**src/rtl/eth_tx_scheduler.sv**
```systemverilog
// eth_tx_scheduler: packet-atomic arbiter merging NUM_PORTS AXIS sources into one framer TX stream.
// Default is round-robin; define ETH_TX_SCHED_STRICT_PRIO_EN for fixed priority (port 0 highest).
module eth_tx_scheduler #(
    parameter int AXIS_BYTES = 4,
    parameter int NUM_PORTS  = 2
) (
    input  logic                              clk,
    input  logic                              sresetn,
    input  logic [NUM_PORTS-1:0]              axis_i_tvalid,
    output logic [NUM_PORTS-1:0]              axis_i_tready,
    input  logic [NUM_PORTS-1:0]              axis_i_tlast,
    input  logic [NUM_PORTS*AXIS_BYTES-1:0]   axis_i_tkeep,
    input  logic [NUM_PORTS*AXIS_BYTES*8-1:0] axis_i_tdata,
    input  logic [NUM_PORTS*48-1:0]           axis_i_dst_mac,
    input  logic [NUM_PORTS*16-1:0]           axis_i_ethertype,
    output logic                              axis_o_tvalid,
    input  logic                              axis_o_tready,
    output logic                              axis_o_tlast,
    output logic [AXIS_BYTES-1:0]             axis_o_tkeep,
    output logic [AXIS_BYTES*8-1:0]           axis_o_tdata,
    output logic [47:0]                       axis_o_dst_mac,
    output logic [15:0]                       axis_o_ethertype,
    output logic [$clog2(NUM_PORTS)-1:0]      grant_o
);
    localparam int GW = $clog2(NUM_PORTS);
    localparam int DW = AXIS_BYTES * 8;
    localparam logic [0:0] IDLE = 1'b0;
    localparam logic [0:0] PASS = 1'b1;

    logic [0:0]    r_state;
    logic [GW-1:0] r_grant;
    logic [47:0]   r_dst_mac;
    logic [15:0]   r_ethertype;
    logic [GW-1:0] w_winner;
    logic          w_pass;

`ifdef ETH_TX_SCHED_STRICT_PRIO_EN
    always_comb begin
        w_winner = r_grant;
        for (int i = NUM_PORTS - 1; i >= 0; i--)
            if (axis_i_tvalid[GW'(i)]) w_winner = GW'(i);
    end
`else
    logic [GW-1:0] w_cand;
    // Scan downward so the port closest after the last grant is written last and wins.
    always_comb begin
        w_winner = r_grant;
        w_cand   = r_grant;
        for (int i = NUM_PORTS; i >= 1; i--) begin
            w_cand = GW'((int'(r_grant) + i) % NUM_PORTS);
            if (axis_i_tvalid[w_cand]) w_winner = w_cand;
        end
    end
`endif

    assign w_pass           = r_state == PASS;
    assign axis_o_tvalid    = w_pass & axis_i_tvalid[r_grant];
    assign axis_o_tlast     = axis_i_tlast[r_grant];
    assign axis_o_tkeep     = axis_i_tkeep[r_grant*AXIS_BYTES +: AXIS_BYTES];
    assign axis_o_tdata     = axis_i_tdata[r_grant*DW +: DW];
    assign axis_i_tready    = w_pass ? {{(NUM_PORTS-1){1'b0}}, axis_o_tready} << r_grant : '0;
    assign axis_o_dst_mac   = r_dst_mac;
    assign axis_o_ethertype = r_ethertype;
    assign grant_o          = r_grant;

    always_ff @(posedge clk) begin
        if (!sresetn) begin
            r_state     <= IDLE;
            r_grant     <= GW'(NUM_PORTS - 1);
            r_dst_mac   <= '0;
            r_ethertype <= '0;
        end else if (r_state == IDLE) begin
            if (|axis_i_tvalid) begin
                r_state     <= PASS;
                r_grant     <= w_winner;
                r_dst_mac   <= axis_i_dst_mac[w_winner*48 +: 48];
                r_ethertype <= axis_i_ethertype[w_winner*16 +: 16];
            end
        end else if (axis_o_tvalid & axis_o_tready & axis_o_tlast) begin
            r_state <= IDLE;
        end
    end
endmodule
```
**config.mk**
```make
export PLATFORM = sky130hd
export DESIGN_NAME = eth_tx_scheduler
export DESIGN_NICKNAME = d
export VERILOG_FILES = /design/src/rtl/eth_tx_scheduler.sv
export SDC_FILE = /design/constraint.sdc
export NUM_CORES = 1
export LEC_CHECK = 0
export BUFFER_PORTS_ARGS = -buffer_cell sky130_fd_sc_hd__buf_2
export CAP_MARGIN = 20
export CORE_AREA = 4 4 121 123
export DETAILED_ROUTE_END_ITERATION = 6
export DIE_AREA = 0 0 125 127
export PLACE_DENSITY = 0.6
export SETUP_SLACK_MARGIN = 0.4
export SYNTH_ARGS = -nofsm -noshare
export SYNTH_HDL_FRONTEND = slang
export SYNTH_SLANG_ARGS = --single-unit
```
**constraint.sdc**
```tcl
create_clock -name clk -period 1.8 [get_ports clk]
set_clock_uncertainty 0.1 [all_clocks]
set_input_delay 0.27 -clock clk [delete_from_list [all_inputs] [get_ports clk]]
set_output_delay 0.27 -clock clk [all_outputs]
set_load 0.02 [all_outputs]
```
# After elaboration in Yosys (flattened, before gate mapping)
# Index checks and enable logic that the tools add are counted.
# word_totals
ff_bits,66
# classes
n_addsub,2
multipliers,1
order_cmp,3
shift,5
muxes,14
n_bitwise,4
n_reduce_logical,2
# ops
cell,n
$shiftx 96x8->48,1
$shiftx 64x7->32,1
$shiftx 32x6->16,1
$mux 1,13
$shiftx 8x4->4,1
$lt 1x2->1 const B,3
$and 1x1->1,3
$mul 1x2->3 const B,1
$add 1x1->1 const B,2
$mux 2,1
$reduce_and 2->1,1
$reduce_or 2->1,1
$shl 1x1->2,1
$not 1->1,1

# Logic depth before layout (Yosys ltp)
# logic_depth
ltp_word,7
depth_mapped,6
mapped_depth_nobuf,3

# Least setup slack after synthesis
# Ideal clock, no wire load.
# synth_timing
kind,reg-to-output
from,register r_grant (netlist: grant_o)
to,output axis_o_tdata[24]
arrival_ps,1372
setup_slack_ps,58
stages_incl_launch_ff,5
path_cell_list,dfxtp_1 buf_6 buf_4 buf_2 mux2_2
# synth_via
elab_chain_len,1
# synth_rtl
item,line,source
from (decl),31,logic [GW-1:0] r_grant;
from (signal assigned),69,r_grant <= GW'(NUM_PORTS - 1);
from (signal assigned),75,r_grant <= w_winner;
$shiftx 64x7->32,60,assign axis_o_tdata = axis_i_tdata[r_grant*DW +: DW];
to (decl),20,"output logic [AXIS_BYTES*8-1:0] axis_o_tdata,"
# No other way between the ends.

# Final worst setup path
# layout_timing
from,register r_grant (netlist: grant_o)
to,output axis_o_tdata[2]
# The elaborated chain is that of the path after synthesis.

==> flow_metrics.env <==
export IMPL_status="complete, but fails checks"
export IMPL_violations="setup timing"
export IMPL_core_sq_mm=0.01367
export IMPL_slew_headroom_pct=79.62
export IMPL_grt_usage_pct=18.35
export IMPL_period_minus_slack_ns=1.811
export IMPL_clockPowerShare_pct=31.8
export IMPL_p_sw_w=0.001728
export IMPL_r2r_end="axis_o_ethertype[7]"
export IMPL_finalMaxSlewViolations=0
export IMPL_rr_worst_depth=8
export IMPL_synth_cell_types=22
export IMPL_tightest_slew_ns=0.3058
export IMPL_synth_area_sq_mm=0.003532
export IMPL_avgSynthCellArea_sq_um=8.272
export IMPL_clock_latency_ns=0.33
export IMPL_path_cells="buf_12 > mux2_2 > buf_2"
export IMPL_regArea_sq_mm=0.001325
export IMPL_worstSetupPathType="register to output port"
export IMPL_syn_inst=427
export IMPL_wl_per_cell_um=18.52
export IMPL_total_power_w=0.005247
export IMPL_via_count=4566
export IMPL_max_cap_violations=0
export IMPL_cts_sinks=66
export IMPL_cts_buffer_depth=2
export IMPL_place_detailed_hpwl_um=11750
export IMPL_drive_gt1_share_pct=55.83
export IMPL_cp_max_fo=11
export IMPL_ys_ff_latch=66
export IMPL_p_int_w=0.003519
export IMPL_cts_htree_levels=3
export IMPL_overflow=0
export IMPL_ios=312
export IMPL_hold_viol_final=0
export IMPL_holdBufCountCts=0
export IMPL_finalCritPeriodShare_pct=100.6
export IMPL_endpoint="axis_o_tdata[2]"
export IMPL_vias_per_cell=4.974
export IMPL_path_buf_inv=2
export IMPL_grt_pass1_vias=4423
export IMPL_syn_to_final_growth_pct=78.50
export IMPL_drt_first_pass_iters=4
export IMPL_wl_um=17000
export IMPL_start_util_pct=25.85
export IMPL_grt_max_degree=79
export IMPL_p_comb_share_pct=36.0
export IMPL_die_y_um=127
export IMPL_required_ns=1.43
export IMPL_nets=941
export IMPL_setup_viol=2
export IMPL_rsz0062_at_grt="true"
export IMPL_utilization_pct=46.14
export IMPL_critPathArrivalTime_ns=1.44
export IMPL_cts_made_buffers=9
export IMPL_critPathSlowestCell="dfxtp_4"
export IMPL_setup_ws_ns=-0.01125
export IMPL_globalplace_congestion=0.8687
export IMPL_r2r_slack_ns=0.08
export IMPL_first_iter_violations=251
export IMPL_clkTransAtPathRegs_ns=0.06
export IMPL_synth_warnings=0
export IMPL_startpoint="grant_o"
export IMPL_slowest_delay_ns=0.44
export IMPL_n_antenna_cell=0
export IMPL_min_path_type="primary input to register"
export IMPL_grt_first_pass_wirelength_um=23520
export IMPL_cts_tree="done"
export IMPL_cp_end_kind="output port"
export IMPL_multiInputGateArea_sq_mm=0.002024
export IMPL_port_buffers=311
export IMPL_fmax_ghz=0.5521
export IMPL_cp_start_kind="register"
export IMPL_die_area_sq_mm=0.01588
export IMPL_detail_route_antenna_nets=0
export IMPL_p_sw_share_pct=32.93
export IMPL_worstSetupPathDepth=3
export IMPL_drc_errors=0
export IMPL_ir_drop_mv=0.3950
export IMPL_ys_seq_area_share_pct=37.41
export IMPL_num_fill_cells=1393
export IMPL_antenna_found_initial=0
export IMPL_reg2reg_from="grant_o"
export IMPL_p_leak_nw=3.060
export IMPL_die_w_um=125
export IMPL_p_per_area_mw_per_mm2=832.2
export IMPL_preCtsSetupSlack_ns=0.1894
export IMPL_syn_num_nets=634
export IMPL_root_buffer="clkbuf_16"
export IMPL_num_rows=43
export IMPL_cp_top_family="flip-flops"
export IMPL_seq_power_share_pct=32.2
==> layout by cell type (no fill, tap or decap), types with 2 or more instances in the layout <==
master,count
buf_8,3
clkbuf_16,17
buf_12,12
mux2_4,26
buf_4,6
buf_2,273
mux2_2,11
clkinv_2,2
nor2_4,2
a31oi_1,64
o21ai_0,54
nand3_1,66
dfxtp_1,65
buf_6,46
o21ai_1,71
o21ai_2,2
==> worst min-delay path by stage <==
stage / cells after the start / to / startpoint
floorplan: 1 / r_state / axis_o_tready
global placement: 2 / r_state / axis_o_tready
detailed placement: 2 / r_state / axis_o_tready
CTS: 2 / r_state / axis_o_tready
global route: 2 / r_state / axis_o_tready
finish: 2 / r_state / axis_o_tready
==> kinds of logic after synthesis <==
| group | after synthesis | share of synthesized area [%] |
|---|---|---|
| flip-flops | 66 | 37.41 |
| multiplexers | 38 | 12.08 |
| AND/OR/NAND/NOR | 75 | 10.88 |
| buffers and inverters | 53 | 9.494 |
| AO/OA/AOI/OAI | 195 | 30.15 |
==> cell type report <==
cell class	instances	share of cell area (%)
timing repair buffer	349	38.86
clock inverter	4	0.4167
tap	180	3.572
clock buffer	11	4.029
sequential	66	21.02
multi-input combinational	308	32.11
==> stage by stage <==
stage	TNS, ns	cell area, sq um	hold slack, ns	std cells
final	-0.01317	6305	0.08908	918
after CTS	-0.05860	5768	0.05705	902
after global placement	0	5204	0.4000	879
after global routing	-0.4671	6305	0.09400	918
after floorplan	0	3581	0.2703	427
after detailed placement	0	5204	0.3986	879
==> power by group through the flow <==
stage | combinational [W] | clock, W | sequential, W
after detailed placement | 0.00153 | 0 | 0.00173
after global placement | 0.00154 | 0 | 0.00172
final | 0.00189 | 0.00167 | 0.00169
after floorplan | 0.000763 | 0 | 0.00190
after global routing | 0.00202 | 0.00178 | 0.00171
after CTS | 0.00169 | 0.00171 | 0.00168
==> synthesized netlist by cell type (all sizes together) <==
library cell	instances	share of area, %
o31ai	1	0.21
o21ai	128	18
mux2	37	12
nor2	2	0.42
nand3	66	9.4
mux2i	1	0.28
a31oi	65	12
clkbuf	13	1.6
and3	1	0.18
o21ba	1	0.28
and2	1	0.18
nand2b	1	0.18
nor2b	1	0.18
buf	40	7.9
nand2	2	0.21
or2	1	0.18
dfxtp	66	37
==> registers in the layout, summed over array words and instances, names as in the netlist <==
register and cells:
axis_o_ethertype 16, axis_o_dst_mac 48, r_state 1, grant_o 1
==> metal layers <==
layer	wire, um	vias up	global-route usage (%)
met1	6454	2077	20.80
met3	1334	25	4.933
met2	8677	225	32.33
met4	535	0	8.355
met5	0	-	0
li1	-	2239	-
==> timing repair <==
action	4_1_cts	5_1_grt
endpoints found under the hold margin	0	0
buffers inserted	6	6
pin swaps	1	10
setup endpoints to repair	106	107
resized for setup	74	85
cloned	2	10
Power figures use the tool's default switching activity.
